==> config.mk <==
export PLATFORM = sky130hd
export DESIGN_NAME = vdff_capture_fifo
export DESIGN_NICKNAME = d
export VERILOG_FILES = /design/src/rtl/vdff_capture_fifo_pkg.sv /design/src/rtl/vdff_fifo_ram.sv /design/src/rtl/vdff_capture_fifo.sv
export SDC_FILE = /design/constraint.sdc
export NUM_CORES = 1
export LEC_CHECK = 0
export CORE_MARGIN = 1.5
export CORE_UTILIZATION = 51
export CTS_CLUSTER_SIZE = 12
export DETAILED_ROUTE_END_ITERATION = 8
export PLACE_DENSITY = 0.75
export SLEW_MARGIN = 15
export SYNTH_ARGS = -nofsm -noshare
export SYNTH_HDL_FRONTEND = slang
export SYNTH_HIERARCHICAL = 1
export SYNTH_SLANG_ARGS = --single-unit
==> constraint.sdc <==
create_clock -name clk -period 2.4 [get_ports clk]
set_input_delay 0.48 -clock clk [delete_from_list [all_inputs] [get_ports clk]]
set_output_delay 0.48 -clock clk [all_outputs]
set_load 0.03 [all_outputs]
==> src/rtl/vdff_capture_fifo_pkg.sv <==
// -----------------------------------------------------------------------------
// vdff_capture_fifo_pkg
// Shared constants for the delay-register capture path. The upstream delay
// stage and the capture FIFO both import this package. Width overrides then
// start from the same defaults, and the empty-queue value of out_data is
// defined in one place.
// -----------------------------------------------------------------------------
package vdff_capture_fifo_pkg;

    // Default word width, matching the upstream delay-register width.
    localparam int DEF_SIZE   = 5;
    // Default number of FIFO entries. It must be a power of two, 2..256.
    localparam int DEF_DEPTH  = 8;
    // Default pointer index width, equal to log2(DEF_DEPTH).
    localparam int DEF_ADDR_W = 3;

    // Bit value that out_data is forced to, replicated across the word,
    // whenever the queue is empty (including while in reset).
    localparam logic OUT_DATA_RST_BIT = 1'b0;

endpackage : vdff_capture_fifo_pkg

==> src/rtl/vdff_fifo_ram.sv <==
// -----------------------------------------------------------------------------
// vdff_fifo_ram
// Register-array storage for the capture FIFO. Writes are synchronous and
// reads are combinational. The storage has no reset, because stale contents
// are never observed: the pointer logic masks them.
//
// Ports:
//   clk    in   write clock
//   we     in   write enable
//   waddr  in   [addr_w-1:0] write index
//   wdata  in   [0:size-1]   write word
//   raddr  in   [addr_w-1:0] read index
//   rdata  out  [0:size-1]   word at raddr (combinational)
// -----------------------------------------------------------------------------
module vdff_fifo_ram
    import vdff_capture_fifo_pkg::*;
#(
    parameter int size   = DEF_SIZE,
    parameter int depth  = DEF_DEPTH,
    parameter int addr_w = DEF_ADDR_W
) (
    input  logic              clk,
    input  logic              we,
    input  logic [addr_w-1:0] waddr,
    input  logic [0:size-1]   wdata,
    input  logic [addr_w-1:0] raddr,
    output logic [0:size-1]   rdata
);

    logic [0:size-1] r_mem [depth];

    always_ff @(posedge clk) begin
        if (we) begin
            r_mem[waddr] <= wdata;
        end
    end

    assign rdata = r_mem[raddr];

endmodule : vdff_fifo_ram

==> src/rtl/vdff_capture_fifo.sv <==
// -----------------------------------------------------------------------------
// vdff_capture_fifo
// First-word-fall-through FIFO that captures the words emitted by the delay
// register stage. It presents them to a consumer through a valid/ready
// handshake, so the consumer can stall without data being lost.
//
// Ports:
//   clk          in   rising-edge clock
//   rst_n        in   asynchronous active-low reset
//   flush        in   synchronous clear; overrides a same-cycle write or read
//   in_data      in   [0:size-1] word from the upstream stage
//   in_valid     in   in_data is valid
//   in_ready     out  FIFO can accept a word (not full)
//   out_data     out  [0:size-1] head-of-queue word, 0 when empty
//   out_valid    out  out_data is valid (not empty)
//   out_ready    in   consumer takes out_data this cycle
//   count        out  [addr_w:0] words stored, 0..depth
//   almost_full  out  count >= depth-1
// -----------------------------------------------------------------------------
module vdff_capture_fifo
    import vdff_capture_fifo_pkg::*;
#(
    parameter int size   = DEF_SIZE,
    parameter int depth  = DEF_DEPTH,
    parameter int addr_w = DEF_ADDR_W
) (
    input  logic            clk,
    input  logic            rst_n,
    input  logic            flush,
    input  logic [0:size-1] in_data,
    input  logic            in_valid,
    output logic            in_ready,
    output logic [0:size-1] out_data,
    output logic            out_valid,
    input  logic            out_ready,
    output logic [addr_w:0] count,
    output logic            almost_full
);

    localparam logic [addr_w:0] PTR_ONE  = (addr_w+1)'(1);
    localparam logic [addr_w:0] AF_LEVEL = (addr_w+1)'(depth - 1);

    // Pointers carry one extra wrap bit above the storage index. This lets
    // full and empty be told apart without a spare entry.
    logic [addr_w:0]   r_wr_ptr;
    logic [addr_w:0]   r_rd_ptr;
    logic [addr_w:0]   r_count;

    logic              w_empty;
    logic              w_full;
    logic              w_we;
    logic              w_re;
    logic [0:size-1]   w_rdata;

    assign w_empty = (r_wr_ptr == r_rd_ptr);
    assign w_full  = (r_wr_ptr[addr_w-1:0] == r_rd_ptr[addr_w-1:0]) &&
                     (r_wr_ptr[addr_w] != r_rd_ptr[addr_w]);

    // Flush wins over both handshakes, so a word offered with flush is dropped.
    assign w_we = in_valid && !w_full && !flush;
    assign w_re = out_ready && !w_empty && !flush;

    vdff_fifo_ram #(
        .size   (size),
        .depth  (depth),
        .addr_w (addr_w)
    ) u_ram (
        .clk   (clk),
        .we    (w_we),
        .waddr (r_wr_ptr[addr_w-1:0]),
        .wdata (in_data),
        .raddr (r_rd_ptr[addr_w-1:0]),
        .rdata (w_rdata)
    );

    always_ff @(posedge clk or negedge rst_n) begin
        if (!rst_n) begin
            r_wr_ptr <= '0;
            r_rd_ptr <= '0;
            r_count  <= '0;
        end else if (flush) begin
            r_wr_ptr <= '0;
            r_rd_ptr <= '0;
            r_count  <= '0;
        end else begin
            if (w_we) begin
                r_wr_ptr <= r_wr_ptr + PTR_ONE;
            end
            if (w_re) begin
                r_rd_ptr <= r_rd_ptr + PTR_ONE;
            end
            // count tracks wr_ptr - rd_ptr. A simultaneous write and read
            // leaves it unchanged.
            if (w_we && !w_re) begin
                r_count <= r_count + PTR_ONE;
            end else if (w_re && !w_we) begin
                r_count <= r_count - PTR_ONE;
            end
        end
    end

    assign in_ready    = !w_full;
    assign out_valid   = !w_empty;
    // When empty, mask the storage read so that unreset or stale words never
    // reach the consumer.
    assign out_data    = w_empty ? {size{OUT_DATA_RST_BIT}} : w_rdata;
    assign count       = r_count;
    assign almost_full = (r_count >= AF_LEVEL);

endmodule : vdff_capture_fifo

# Yosys cells after proc, flatten, opt, wreduce, memory -nomap -nowiden
# Memories as Yosys holds them, arrays and structs flattened.
# Cells that the tools add are included.
dict set report op_classes {
  mux 10
  reduce_logical 15
  order_cmp 1
  eq_ne 3
  addsub 4
}
# operator n
set op_table {}
lappend op_table {{$mux 4} 7}
lappend op_table {{$add 4x1->4 const B} 3}
lappend op_table {{$logic_and 1x1->1} 7}
lappend op_table {{$logic_not 1->1} 5}
lappend op_table {{$mux 5} 1}
lappend op_table {{$eq 4x4->1} 1}
lappend op_table {{$ge 4x3->1 const B} 1}
lappend op_table {{$reduce_bool 2->1} 2}
lappend op_table {{$sub 4x1->4 const B} 1}
lappend op_table {{$eq 3x3->1} 1}
lappend op_table {{$reduce_bool 3->1} 1}
lappend op_table {{$mux 1} 2}
lappend op_table {{$ne 1x1->1} 1}
dict set report word_totals {
  memories 1
  regBits 12
  mem_bits_rw 40
  elab_cells 37
  output_inout_bits 12
  inputBits 10
}
# memory words width rd rd_clocked_by_memory_dff write_ports line_no
set mem_list {}
lappend mem_list {u_ram.r_mem 8 5 1 0 1 vdff_fifo_ram.sv:30} ;# logic [0:size-1] r_mem [depth];

# Longest topological paths before layout
# Gate-level depths: netlist of run 1.
dict set report logic_depth {
  depth_word 10
  ltp_mapped 11
  mapped_depth_nobuf 11
}

# By module
# The synthesis of run 1 kept the hierarchy.
# mod cells_each seq_area_each_um2 area_per_inst_um2 instances
set modules_own_cells {}
lappend modules_own_cells {vdff_fifo_ram 70 1201.2 1594.0 1}
lappend modules_own_cells {vdff_capture_fifo 84 300.3 829.5 1}

# Least setup slack after synthesis of run 1
# Ideal clock, no wire load.
dict set report synth_timing {
  kind {reg-to-reg}
  startpoint {register r_rd_ptr[1]}
  endpoint {register r_count[1], in the netlist count[1]}
  t_arrival_ns 2.595
  path_slack_ns -0.271
  setup_ns 0.076
  t_required_ns 2.324
  stages_incl_launch_ff 9
  n_path_buf 0
  synth_period_minus_slack_ns 2.671
  cell_sequence {dfrtp_1 xnor2_2 nand4_1 nand2_1 nor2_1 and2_1 fa_1 or4_1 o21ai_1}
}
dict set report synth_between {
  elab_chain_cells 8
  word_cells_on_any_way 16
  cone_classes {2 x eq/ne; 2 x mux; 12 x reduce/logical}
}
# element line_no
set synth_lines {}
lappend synth_lines {{start: declaration} vdff_capture_fifo.sv:46} ;# logic [addr_w:0] r_rd_ptr;
lappend synth_lines {{start signal: assignment} vdff_capture_fifo.sv:90} ;# r_rd_ptr <= r_rd_ptr + PTR_ONE;
lappend synth_lines {{$eq 3x3->1 (*)} vdff_capture_fifo.sv:56} ;# assign w_full = (r_wr_ptr[addr_w-1:0] == r_rd_ptr[addr_w-1:0]) &&
lappend synth_lines {{$logic_and 1x1->1 (*)} vdff_capture_fifo.sv:56}
lappend synth_lines {{$logic_not 1->1 (*)} -}
lappend synth_lines {{named net in_ready} vdff_capture_fifo.sv:32} ;# output logic in_ready,
lappend synth_lines {{$logic_and 1x1->1 (*) (2 in series)} vdff_capture_fifo.sv:60} ;# assign w_we = in_valid && !w_full && !flush;
lappend synth_lines {{named net w_we} vdff_capture_fifo.sv:51} ;# logic w_we;
lappend synth_lines {{$logic_and 1x1->1 or $logic_not 1->1 (tied branches)} {vdff_capture_fifo.sv:94, vdff_capture_fifo.sv:96}}
lappend synth_lines {{$mux 4 or $logic_and 1x1->1 (tied branches)} {vdff_capture_fifo.sv:94, vdff_capture_fifo.sv:96}}
lappend synth_lines {{$mux 4 or $reduce_bool 3->1 (tied branches)} -}
lappend synth_lines {{end signal: assignment} vdff_capture_fifo.sv:95} ;# r_count <= r_count + PTR_ONE;
lappend synth_lines {{end signal: assignment} vdff_capture_fifo.sv:97} ;# r_count <= r_count - PTR_ONE;
lappend synth_lines {{end: declaration} vdff_capture_fifo.sv:47} ;# logic [addr_w:0] r_count;
# Mark *: on every way through the listed nets, which the timed path passes. The rest lies on a longest branch.
# A chain may end at the register's enable or synchronous reset.

# Final worst setup path of run 1
dict set report layout_timing {
  startpoint {register r_rd_ptr[0]}
  endpoint {output port out_data[1] in the netlist's numbering}
}
dict set report layout_between {
  elab_chain_cells 2
  word_cells_on_any_way 3
  cone_classes {1 x eq/ne; 1 x mux; 1 x memory}
}
# element line_no
set layout_lines {}
lappend layout_lines {{$mem_v2 8x5} -}
lappend layout_lines {{named net w_rdata, one bit} vdff_capture_fifo.sv:53} ;# logic [0:size-1] w_rdata;
lappend layout_lines {{$mux 5} vdff_capture_fifo.sv:106} ;# assign out_data = w_empty ? {size{OUT_DATA_RST_BIT}} : w_rdata;
lappend layout_lines {{end: declaration} vdff_capture_fifo.sv:33} ;# output logic [0:size-1] out_data,
# The timed path passes the listed nets, and every way through them passes these cells.

==> results of run 1 <==
## cell type report
class,instances,area (um^2)
sequential,52,1510
fill,323,1350
multi-input combinational,95,942
timing repair buffer,56,504
clock buffer,6,82.6
tap,52,65.1
inverter,4,15.0
clock inverter,2,13.8
## worst max-delay path: cells and delay by family (launching register included)
kind                   cells  cell delay [ps]
muxes                      2              770
DFF                        1              390
and+or+nand+nor            1              140
buffers and inverters      3              360
## state kept, by name (all words and copies together), names as in the netlist
| register | cells |
|---|---|
| count | 4 |
| r_rd_ptr | 4 |
| r_wr_ptr | 4 |
| u_ram/r_mem | 40 |
## final timing paths
| check | slack, ps | to | depth (start not counted) | startpoint |
|---|---|---|---|---|
| worst max-delay path | -50 | out_data[1] | 6 | r_rd_ptr[0] |
| worst min-delay path | 530 | count[3] | 1 | rst_n |
| worst max register to register | 10 | count[1] | 9 | r_rd_ptr[0] |
| worst min register to register | 630 | count[0] | 2 | count[0] |
| max in group asynchronous | 1460 | r_rd_ptr[1] | 1 | rst_n |
| min in group clk | 630 | count[0] | 2 | count[0] |
## layer usage
metal / vias up / routed length (um) / track usage / part of all wire
met4: 0 / 95 / 0.0755 / 0.020
met2: 43 / 2430 / 0.352 / 0.50
met5: - / 0 / 0 / 0
li1: 699 / - / - / -
met3: 14 / 189 / 0.0500 / 0.039
met1: 761 / 2140 / 0.265 / 0.44
## report_power, final
group          switching (W)  internal (W)
clock network       0.000285      0.000236
registers          0.0000471       0.00102
logic               0.000454      0.000484
## cells in the mapped netlist, drive strengths merged, types with 2 or more instances
cell	instances
edfxtp	40
nor2	15
dfrtp	12
mux4	10
nand2	10
mux2	7
and2	6
xor2	6
xnor2	5
a21oi	4
ha	4
inv	4
nand3	4
nand2b	3
nand4	3
nor3	3
o21ai	3
clkbuf	2
or4	2
## timing repair
item                       in CTS  in global routing
resized for setup              46                 16
setup endpoints to repair       9                  8
setup buffers                   2                  0
pin swaps                       5                  1
## per-stage QoR
step / setup TNS, ps / worst slack [ps] / utilization
final: -51.1 / -46.9 / 0.699
after CTS: -229 / -55.9 / 0.694
after floorplan: -258 / -152 / -
after global routing: -528 / -112 / 0.699
after global placement: -546 / -101 / 0.668
after detailed placement: -676 / -150 / 0.668
## cell families (layout without fill, tap and decap cells)
| kind of cell | after synthesis | after routing | synth area share |
|---|---|---|---|
| adder cells (fa/ha/maj) | 5 | 5 | 0.0289 |
| AND/OR/NAND/NOR | 49 | 49 | 0.102 |
| multiplexers | 17 | 17 | 0.141 |
| flip-flops | 52 | 52 | 0.620 |
| XOR/XNOR | 11 | 11 | 0.0490 |
| buffers and inverters | 7 | 68 | 0.0139 |
| AO/OA/AOI/OAI | 13 | 13 | 0.0459 |
==> summary by stage, run 1 <==
Outcome
The run finished, with violations left. The checks that failed: negative setup slack.

CTS
TritonCTS built the clock tree. The number of hold buffers added after CTS was 0. The total clock sinks is 52. The clock slew seen by the registers of the worst setup and hold paths is 100 ps. TritonCTS created 5 clock buffers. The clock passes through at most 2 buffers.

The deepest level of the CTS H-tree is 2. The clock reaches the later pin of the worst-skew pair after 310 ps. The CTS root buffer is sky130_fd_sc_hd__clkbuf_8.

Synth
Counting every instance in the synthesized netlist gives 154. Of the synthesized area, sequential elements account for 0.620. The most common flop cell mapped by yosys is sky130_fd_sc_hd__edfxtp_1.

The synthesized netlist contains 35 unique library cells. The synthesized netlist net count is 169. Ranked by total cell area, the synthesized netlist is headed by sky130_fd_sc_hd__edfxtp_1, sky130_fd_sc_hd__dfrtp_1, sky130_fd_sc_hd__mux4_1. Yosys printed 6 warnings. In this run the mean area of a mapped cell was 15.7 um^2. The async set or reset register ratio after synthesis is 0.231. Yosys mapped a number of flops with a built-in enable equal to 40.

The cell area that synthesis handed to floorplanning was 2420 um^2. The top-area cell type share of the netlist area is 0.496. The biggest area contributor in the post-synthesis netlist is sky130_fd_sc_hd__edfxtp_1. The number of synthesized register bits is 52.

Placed design
The count of buffers from port buffering is 21. The cell count after placement is 257. The wire-length estimate of the detail-placed layout is 3.56 mm. The weighted congestion reported at the end of routability-driven placement is 0.850. The placed instances occupy a cell area of 2990 um^2.

Global route
The first-pass GRT wire length is 7.85 mm. Global routing finished with a remaining overflow of 0. Entering global routing, the biggest net connects 17 pins. The number of global-route vias before repair is 1,585. The number of antenna violations at the first check in global routing is 0. In the global route stage, overall resource usage came out at 0.208.

Timing
The achievable frequency is 0.409 GHz. Setup violations remaining at the end of the flow were counted as 2. For the pin with the worst max-slew slack, the measured transition is 570 ps. Between clock sinks in the finished design, the worst skew comes to 9.10 ps. The worst-case setup margin in the final layout is -46.9 ps. Dividing the final minimum period by the clock period gives 1.02. Headroom to the max-slew limit came out at 0.619.

The number of pins with negative max-slew slack in the final report came to 0. The number of endpoints with negative hold slack in the final report is 0. The post-route minimum period is 2450 ps. Across all hold checks on the routed design, the worst slack comes to 529 ps. Setup repair after global routing could not meet its margin everywhere.

Floorplanning
The vertical die dimension is 71.9 um. For this configuration, the core starts out at a cell density of 0.542. The standard-cell row count is 24. The floorplan step defined a die boundary enclosing 5170 um^2. For this design the top-level I/O count stands at 22. The area of the placeable core is 4470 um^2.

The x dimension of the die is 71.9 um.

Power
The leakage power of the design is 1.17 nW. IR analysis of the VDD net gives a maximum drop of 453 uV. The design draws 0.00252 W.

In this run the power density over the cells is 806 nW/um^2.

Detailed routing
The number of vias in the routed layout is 1,517. The detailed-route vias per instance is 5.68. After detailed routing, the average wire length per cell comes to 18.2 um. The detail route stage leaves a number of antenna-violating nets equal to 0. The iteration count of the initial detailed-routing pass is 5. After detailed routing, the number of remaining DRC violations is 0. Summed over all layers, the routed wires come to 4.86 mm. After the first detailed-routing iteration, the DRC count stood at 62.

Worst setup path
Traced cell by cell, the critical path runs through buf_6 -> buf_6 -> mux4_2 -> mux2_4 -> and2_4 -> buf_6. Among the stages of the critical path, the cell type that occurs most often is sky130_fd_sc_hd__buf_6. The biggest cell delay along the critical path is 490 ps. The critical path start-end classification is flip-flop to output pin. STA classifies the critical path startpoint as a flip-flop.

In this run the worst path has a maximum fanout of 5. The critical path required time is 1920 ps. The kind of capture point of the worst setup path is an output pin.

The data arrival time of the critical path is 1970 ps. The largest individual stage delay along the critical path comes from the cell sky130_fd_sc_hd__mux4_2.

Cells and area
The final layout contains 229 nets. Leaving out fill and tap cells, the most frequent cell in the layout is sky130_fd_sc_hd__edfxtp_1. In the layout the commonest cells are sky130_fd_sc_hd__edfxtp_1, sky130_fd_sc_hd__buf_4, sky130_fd_sc_hd__clkdlybuf4s50_1. The area growth from synthesis to layout is 29.1%. Summing all non-filler instances in the final layout gives an area of 3130 um^2. The antenna diode instance count is 0. The non-filler instance count after layout is 267.

In the final layout, the share of cells above drive strength 1 is 0.400.

Job
The max capacitance violation total is 0.

Hold path
The classification of the worst-slack hold path is input pin to asynchronous set/reset pin.
(Power assumes the default switching activity.)
==> inputs of run 2 (changes only) <==
--- a/config.mk
+++ b/config.mk
@@ -7,3 +7,3 @@
 export LEC_CHECK = 0
-export CORE_MARGIN = 1.5
+export CORE_MARGIN = 3
 export CORE_UTILIZATION = 51
--- a/constraint.sdc
+++ b/constraint.sdc
@@ -3,2 +3,2 @@
 set_output_delay 0.48 -clock clk [all_outputs]
-set_load 0.03 [all_outputs]
+set_load 0.1 [all_outputs]
==> summary by stage, run 2 (synthesis results as in run 1) <==
Outcome
Run status: complete, but fails checks (unchanged). Violations in the final reports: negative setup slack (unchanged).

Power
The maximum resistive drop on vdd came to 959 uV (was 453 uV). The total power density per cell area came to 951 nW/um^2 (was 806 nW/um^2). The leakage power of the design is 1.14 nW (was 1.17 nW). The total design power is 0.00295 W (was 0.00252 W).

Placed design
The count of buffers from port buffering is 21 (unchanged). The sum of net half-perimeters after detailed placement is 3.46 mm (was 3.56 mm). The cell area reported after detailed placement is 2960 um^2 (was 2990 um^2). The weighted congestion reported at the end of routability-driven placement is 0.797 (was 0.850). The setup slack after placement is -104 ps (was -150 ps).

CTS
The TritonCTS clock tree was built (unchanged). The total clock sinks is 52 (unchanged). The quantity of hold-fixing buffers added after cts is 0 (unchanged). The CTS root buffer is sky130_fd_sc_hd__clkbuf_8 (unchanged).

The number of buffers on the longest clock path is 2 (unchanged). The CTS buffer count is 5 (unchanged). The source-to-sink clock delay at the later pin of the worst-skew pair is 310 ps (about the same). The clock slew seen by the registers of the worst setup and hold paths is 100 ps (about the same).

The deepest level of the CTS H-tree is 2 (unchanged).

Timing
The headroom to the max-slew limit is 0.605 (was 0.619). The number of pins with negative max-slew slack in the final report is 0 (unchanged). Unrepaired setup endpoints after global routing: yes (unchanged). The post-route minimum period is 2500 ps (was 2450 ps). The pin slew with the least headroom to its limit is 591 ps (was 570 ps).

The worst hold slack is 529 ps (about the same). The achievable frequency came to 0.400 GHz (was 0.409 GHz). The worst clock skew is 10.2 ps (was 9.10 ps). The count of final setup violators was 7 (was 2).

The worst-case setup margin in the final layout came to -99.5 ps (was -46.9 ps). The post-route clock period utilization is 1.04 (was 1.02). The number of endpoints with negative hold slack in the final report is 0 (unchanged).

Floorplanning
The area of the placeable core came to 4470 um^2 (unchanged). The count of pins on the block boundary is 22 (unchanged). The floorplan die area is 5620 um^2 (was 5170 um^2). The initial core utilization is 0.542 (unchanged). The standard-cell row count is 24 (unchanged). The vertical die dimension was 74.9 um (was 71.9 um). The x dimension of the die was 74.9 um (was 71.9 um).

Hold path
The classification of the worst-slack hold path is input pin to asynchronous set/reset pin (unchanged).

Global route
The first-pass GRT wire length is 7.98 mm (was 7.85 mm). The number of global-route vias before repair is 1,551 (was 1,585). The number of antenna violations at the first check in global routing is 0 (unchanged).

The global-route total usage across every layer is 0.197 (was 0.208). The total grt overflow came to 0 (unchanged). The maximum number of pins on one net before global-route repair was 20 (was 17).

Detailed routing
The routed wire length is 4.89 mm (was 4.86 mm). The remaining number of nets flagged by the antenna check after routing is 0 (unchanged). The detailed-route vias per instance is 5.79 (was 5.68).

The number of vias in the routed layout was 1,499 (was 1,517). The starting DRC count in detailed routing came to 86 (was 62). The number of remaining DRC errors is 0 (unchanged). The routed length per instance is 18.9 um (was 18.2 um).

The iteration count of the initial detailed-routing pass was 5 (unchanged).

Worst setup path
Cell-by-cell trace of the critical path: buf_6 -> mux4_2 -> mux2_4 -> and2_4 -> buf_12 (was buf_6 -> buf_6 -> mux4_2 -> mux2_4 -> and2_4 -> buf_6). The critical path start-end classification is flip-flop to output pin (unchanged). The critical path required time was 1920 ps (about the same). The kind of cell with the highest combined delay on the critical path is multiplexers (unchanged). The count of buffering cells on the critical path with inverters included is 2 (was 3).

The kind of capture point of the worst setup path is an output pin (unchanged). The master of the slowest instance on the critical path is sky130_fd_sc_hd__mux4_2 (unchanged). The data arrival time of the critical path was 2020 ps (was 1970 ps). The top fanout value on the critical path came to 6 (was 5). The biggest cell delay along the critical path is 500 ps (was 490 ps). The kind of start point of the critical path is a flip-flop (unchanged). The setup slack of the most critical reg-to-reg path is -20 ps (was 10 ps).

Cells and area
The area added between synthesis and finish came to 27.8% (was 29.1%). The antenna diode instance count came to 0 (unchanged). The commonest non-fill, non-tap cell in the layout was sky130_fd_sc_hd__edfxtp_1 (unchanged). The net total in the final layout is 221 (was 229). Most used cells in the layout excluding fill and tap cells: sky130_fd_sc_hd__edfxtp_1, sky130_fd_sc_hd__buf_4, sky130_fd_sc_hd__mux4_2 (was sky130_fd_sc_hd__edfxtp_1, sky130_fd_sc_hd__buf_4, sky130_fd_sc_hd__clkdlybuf4s50_1). The flip-flop count of the largest register after layout is 40 (unchanged). The final design area excluding fillers is 3100 um^2 (was 3130 um^2).

The share of post-route cells with drive strength above 1 was 0.425 (was 0.400). The largest register by flop count is u_ram/r_mem (unchanged). The final-layout fill cell count came to 312 (was 323).

Job
The max capacitance violation total was 0 (unchanged).
[run 2: cell count changes in the layout (fill, tap and decap cells not counted), sizes merged]
cell           delta
clkdlybuf4s50     -5
dlygate4sd2       -2
inv               +2
buf               -1
clkbuf            -1
clkinv            -1
[run 2: cell type report]
cell class | instances | area [um^2] | area share
timing repair buffer | 48 | 478 | 0.154
inverter | 4 | 15.0 | 0.00485
clock buffer | 5 | 68.8 | 0.0222
tap | 52 | 65.1 | 0.0210
multi-input combinational | 95 | 937 | 0.303
sequential | 52 | 1510 | 0.486
clock inverter | 3 | 28.8 | 0.00929
[run 2: final timing paths]
path / from / endpoint / depth (start not counted)
worst max register to register: r_rd_ptr[0] / count[3] / 11
worst min-delay path: rst_n / count[1] / 1
min in group clk: count[2] / count[2] / 1
max in group asynchronous: rst_n / r_wr_ptr[1] / 1
worst max-delay path: r_rd_ptr[0] / out_data[3] / 5
worst min register to register: count[2] / count[2] / 1
[run 2: repair_timing]
action,4_1_cts,5_1_grt
setup endpoints to repair,5,8
setup buffers,1,3
gates cloned,1,0
pin swaps,0,3
resized for setup,20,2
[run 2: power by group]
group / switching (W) / total [W] / leakage (nW) / internal (W)
Combinational: 0.000828 / 0.00135 / 0.575 / 0.000523
Clock: 0.000311 / 0.000532 / 0.0511 / 0.000220
Sequential: 0.0000481 / 0.00106 / 0.519 / 0.00102
Total: 0.00119 / 0.00295 / 1.14 / 0.00176
[run 2: metrics by stage]
step | util | TNS, ps | cells
after CTS | 0.684 | -594 | 256
final | 0.692 | -488 | 259
after global placement | 0.661 | -30.4 | 246
after global routing | 0.692 | -1080 | 259
after floorplan | - | -14120 | 154
after detailed placement | 0.661 | -174 | 246
[run 2: routing by layer]
| metal | GRT usage | share of wire | vias up |
|---|---|---|---|
| li1 | - | - | 688 |
| met1 | 0.281 | 0.43 | 746 |
| met2 | 0.294 | 0.49 | 54 |
| met3 | 0.0534 | 0.063 | 11 |
| met4 | 0.0652 | 0.017 | 0 |
| met5 | 0 | 0 | - |
[run 2: worst reg2reg max path: stages, from the launching register on]
cell	delay [ps]
sky130_fd_sc_hd__dfrtp_1	440
sky130_fd_sc_hd__buf_4	180
sky130_fd_sc_hd__xnor2_4	210
sky130_fd_sc_hd__nand4_1	180
sky130_fd_sc_hd__nand2_2	150
sky130_fd_sc_hd__nor2_4	40
sky130_fd_sc_hd__nand2_1	90
sky130_fd_sc_hd__ha_1	260
sky130_fd_sc_hd__a21oi_1	150
sky130_fd_sc_hd__nand2_1	80
sky130_fd_sc_hd__a31oi_1	190
sky130_fd_sc_hd__mux2_1	340
==> inputs of run 3 (changes only) <==
Settings changed: CORE_MARGIN 3 to 2, GPL_ROUTABILITY_DRIVEN set to 0.
==> summary by stage, run 3 (synthesis results as in run 1) <==
Detailed routing
The iteration count of the initial detailed-routing pass is 5 (unchanged). The number of remaining DRC errors was 0 (unchanged). The routed wire length is 5.16 mm (was 4.89 mm). The starting DRC count in detailed routing is 93 (was 86).

The remaining number of nets flagged by the antenna check after routing is 0 (unchanged). The number of vias in the routed layout was 1,578 (was 1,499). The detailed-route vias per instance is 6.02 (was 5.79). The routed length per instance came to 19.7 um (was 18.9 um).

Power
The leakage power of the design is 1.17 nW (was 1.14 nW). The total power density per cell area was 945 nW/um^2 (was 951 nW/um^2). The maximum resistive drop on vdd is 467 uV (was 959 uV).

CTS
The clock slew seen by the registers of the worst setup and hold paths is 100 ps (about the same). The number of buffers on the longest clock path is 2 (unchanged). The total clock sinks was 52 (unchanged). The deepest level of the CTS H-tree was 2 (unchanged). The TritonCTS clock tree is built (unchanged). The source-to-sink clock delay at the later pin of the worst-skew pair was 300 ps (was 310 ps). The CTS buffer count came to 5 (unchanged). The CTS root buffer is sky130_fd_sc_hd__clkbuf_8 (unchanged). The quantity of hold-fixing buffers added after cts was 0 (unchanged).

Timing
The number of endpoints with negative hold slack in the final report was 0 (unchanged). The count of final setup violators is 7 (unchanged). The achievable frequency is 0.407 GHz (was 0.400 GHz).

The worst clock skew is 7.65 ps (was 10.2 ps). The post-route clock period utilization came to 1.02 (was 1.04). The final-layout setup total negative slack is -268 ps (was -488 ps).

Unrepaired setup endpoints after global routing: yes (unchanged). The pin slew with the least headroom to its limit is 595 ps (was 591 ps). The post-route minimum period is 2460 ps (was 2500 ps).

The headroom to the max-slew limit is 0.602 (was 0.605). The number of pins with negative max-slew slack in the final report is 0 (unchanged). The worst-case setup margin in the final layout came to -56.1 ps (was -99.5 ps).

Placed design
The cell count after placement is 247 (was 246). The sum of net half-perimeters after detailed placement is 3.57 mm (was 3.46 mm). The count of buffers from port buffering came to 21 (unchanged).

Global route
The first-pass GRT wire length came to 8.11 mm (was 7.98 mm). The total grt overflow was 0 (unchanged). The number of antenna violations at the first check in global routing is 0 (unchanged). The global-route total usage across every layer is 0.212 (was 0.197).

The number of global-route vias before repair was 1,613 (was 1,551). The maximum number of pins on one net before global-route repair is 19 (was 20).

Floorplanning
The initial core utilization is 0.520 (was 0.542). The vertical die dimension is 72.9 um (was 74.9 um). The standard-cell row count is 25 (was 24). The floorplan die area came to 5320 um^2 (was 5620 um^2). The x dimension of the die came to 72.9 um (was 74.9 um). The area of the placeable core is 4660 um^2 (was 4470 um^2). The count of pins on the block boundary was 22 (unchanged).

Cells and area
The share of post-route cells with drive strength above 1 is 0.486 (was 0.425). The non-filler instance count after layout is 262 (was 259). The commonest non-fill, non-tap cell in the layout is sky130_fd_sc_hd__edfxtp_1 (unchanged). The net total in the final layout came to 222 (was 221). The utilization of the core after routing is 0.687 (was 0.692). Most used cells in the layout excluding fill and tap cells: sky130_fd_sc_hd__edfxtp_1, sky130_fd_sc_hd__buf_4, sky130_fd_sc_hd__mux4_2 (unchanged). The area added between synthesis and finish is 32.1% (was 27.8%). The final-layout fill cell count came to 296 (was 312). The antenna diode instance count is 0 (unchanged). The largest register by flop count is u_ram/r_mem (unchanged). The flip-flop count of the largest register after layout is 40 (unchanged).

Hold path
The classification of the worst-slack hold path was input pin to asynchronous set/reset pin (unchanged).

Worst setup path
The kind of start point of the critical path is a flip-flop (unchanged). The top fanout value on the critical path is 6 (unchanged). Cell-by-cell trace of the critical path: clkbuf_16 -> mux4_2 -> mux2_4 -> and2_4 -> buf_12 (was buf_6 -> mux4_2 -> mux2_4 -> and2_4 -> buf_12). The kind of capture point of the worst setup path is an output pin (unchanged). The count of buffering cells on the critical path with inverters included was 2 (unchanged).

The critical path required time is 1920 ps (about the same). The master of the slowest instance on the critical path is sky130_fd_sc_hd__mux4_2 (unchanged). The kind of cell with the highest combined delay on the critical path was multiplexers (unchanged).

The biggest cell delay along the critical path came to 480 ps (was 500 ps). The data arrival time of the critical path is 1980 ps (was 2020 ps). The critical path start-end classification is flip-flop to output pin (unchanged).

Outcome
Run status: complete, but fails checks (unchanged). Violations in the final reports: negative setup slack (unchanged).

Job
The max capacitance violation total is 0 (unchanged).
-- run 3: cell type report --
type                       instances  area [um^2]  share of cell area
clock inverter                     3         26.3             0.00821
multi-input combinational         95         1010               0.315
clock buffer                       5         68.8              0.0215
sequential                        52         1510               0.470
tap                               54         67.6              0.0211
inverter                           4         15.0             0.00469
timing repair buffer              49          508               0.159
-- run 3: worst paths after layout --
check	from	to	slack [ps]	cells past startpoint
max	r_rd_ptr[0]	out_data[0]	-60	5
min	rst_n	count[0]	540	1
max in group asynchronous	rst_n	r_wr_ptr[1]	1430	1
min reg2reg	r_wr_ptr[3]	r_wr_ptr[3]	660	2
max reg2reg	r_rd_ptr[0]	count[1]	-20	9
min in group clk	r_wr_ptr[3]	r_wr_ptr[3]	660	2
-- run 3: layer usage --
metal	routed length [um]	GRT usage	up-vias
met1	2060	0.271	821
li1	-	-	688
met4	83	0.0823	0
met3	235	0.0373	12
met5	0	0	-
met2	2780	0.364	57
-- run 3: metrics by stage --
stage | instance area, um^2 | power (W) | hold WS (ps) | worst slack, ps
after CTS | 3140 | 0.00301 | 557 | -96.7
after global placement | 2970 | 0.00233 | 563 | -19.9
after global routing | 3200 | 0.00314 | 574 | -123
after floorplan | 2480 | 0.00196 | 184 | -934
after detailed placement | 2970 | 0.00236 | 580 | -114
final | 3200 | 0.00303 | 543 | -56.1
-- run 3: what timing repair did --
item,in CTS,in global routing
pin swaps,1,4
setup buffers,4,2
gates cloned,1,0
gates resized for setup,26,12
setup endpoints to repair,7,20
-- run 3: power by group --
group | internal, W | switching [W] | total, W
Sequential | 0.00102 | 0.0000577 | 0.00107
Combinational | 0.000580 | 0.000864 | 0.00144
Clock | 0.000212 | 0.000297 | 0.000509
Total | 0.00181 | 0.00122 | 0.00303
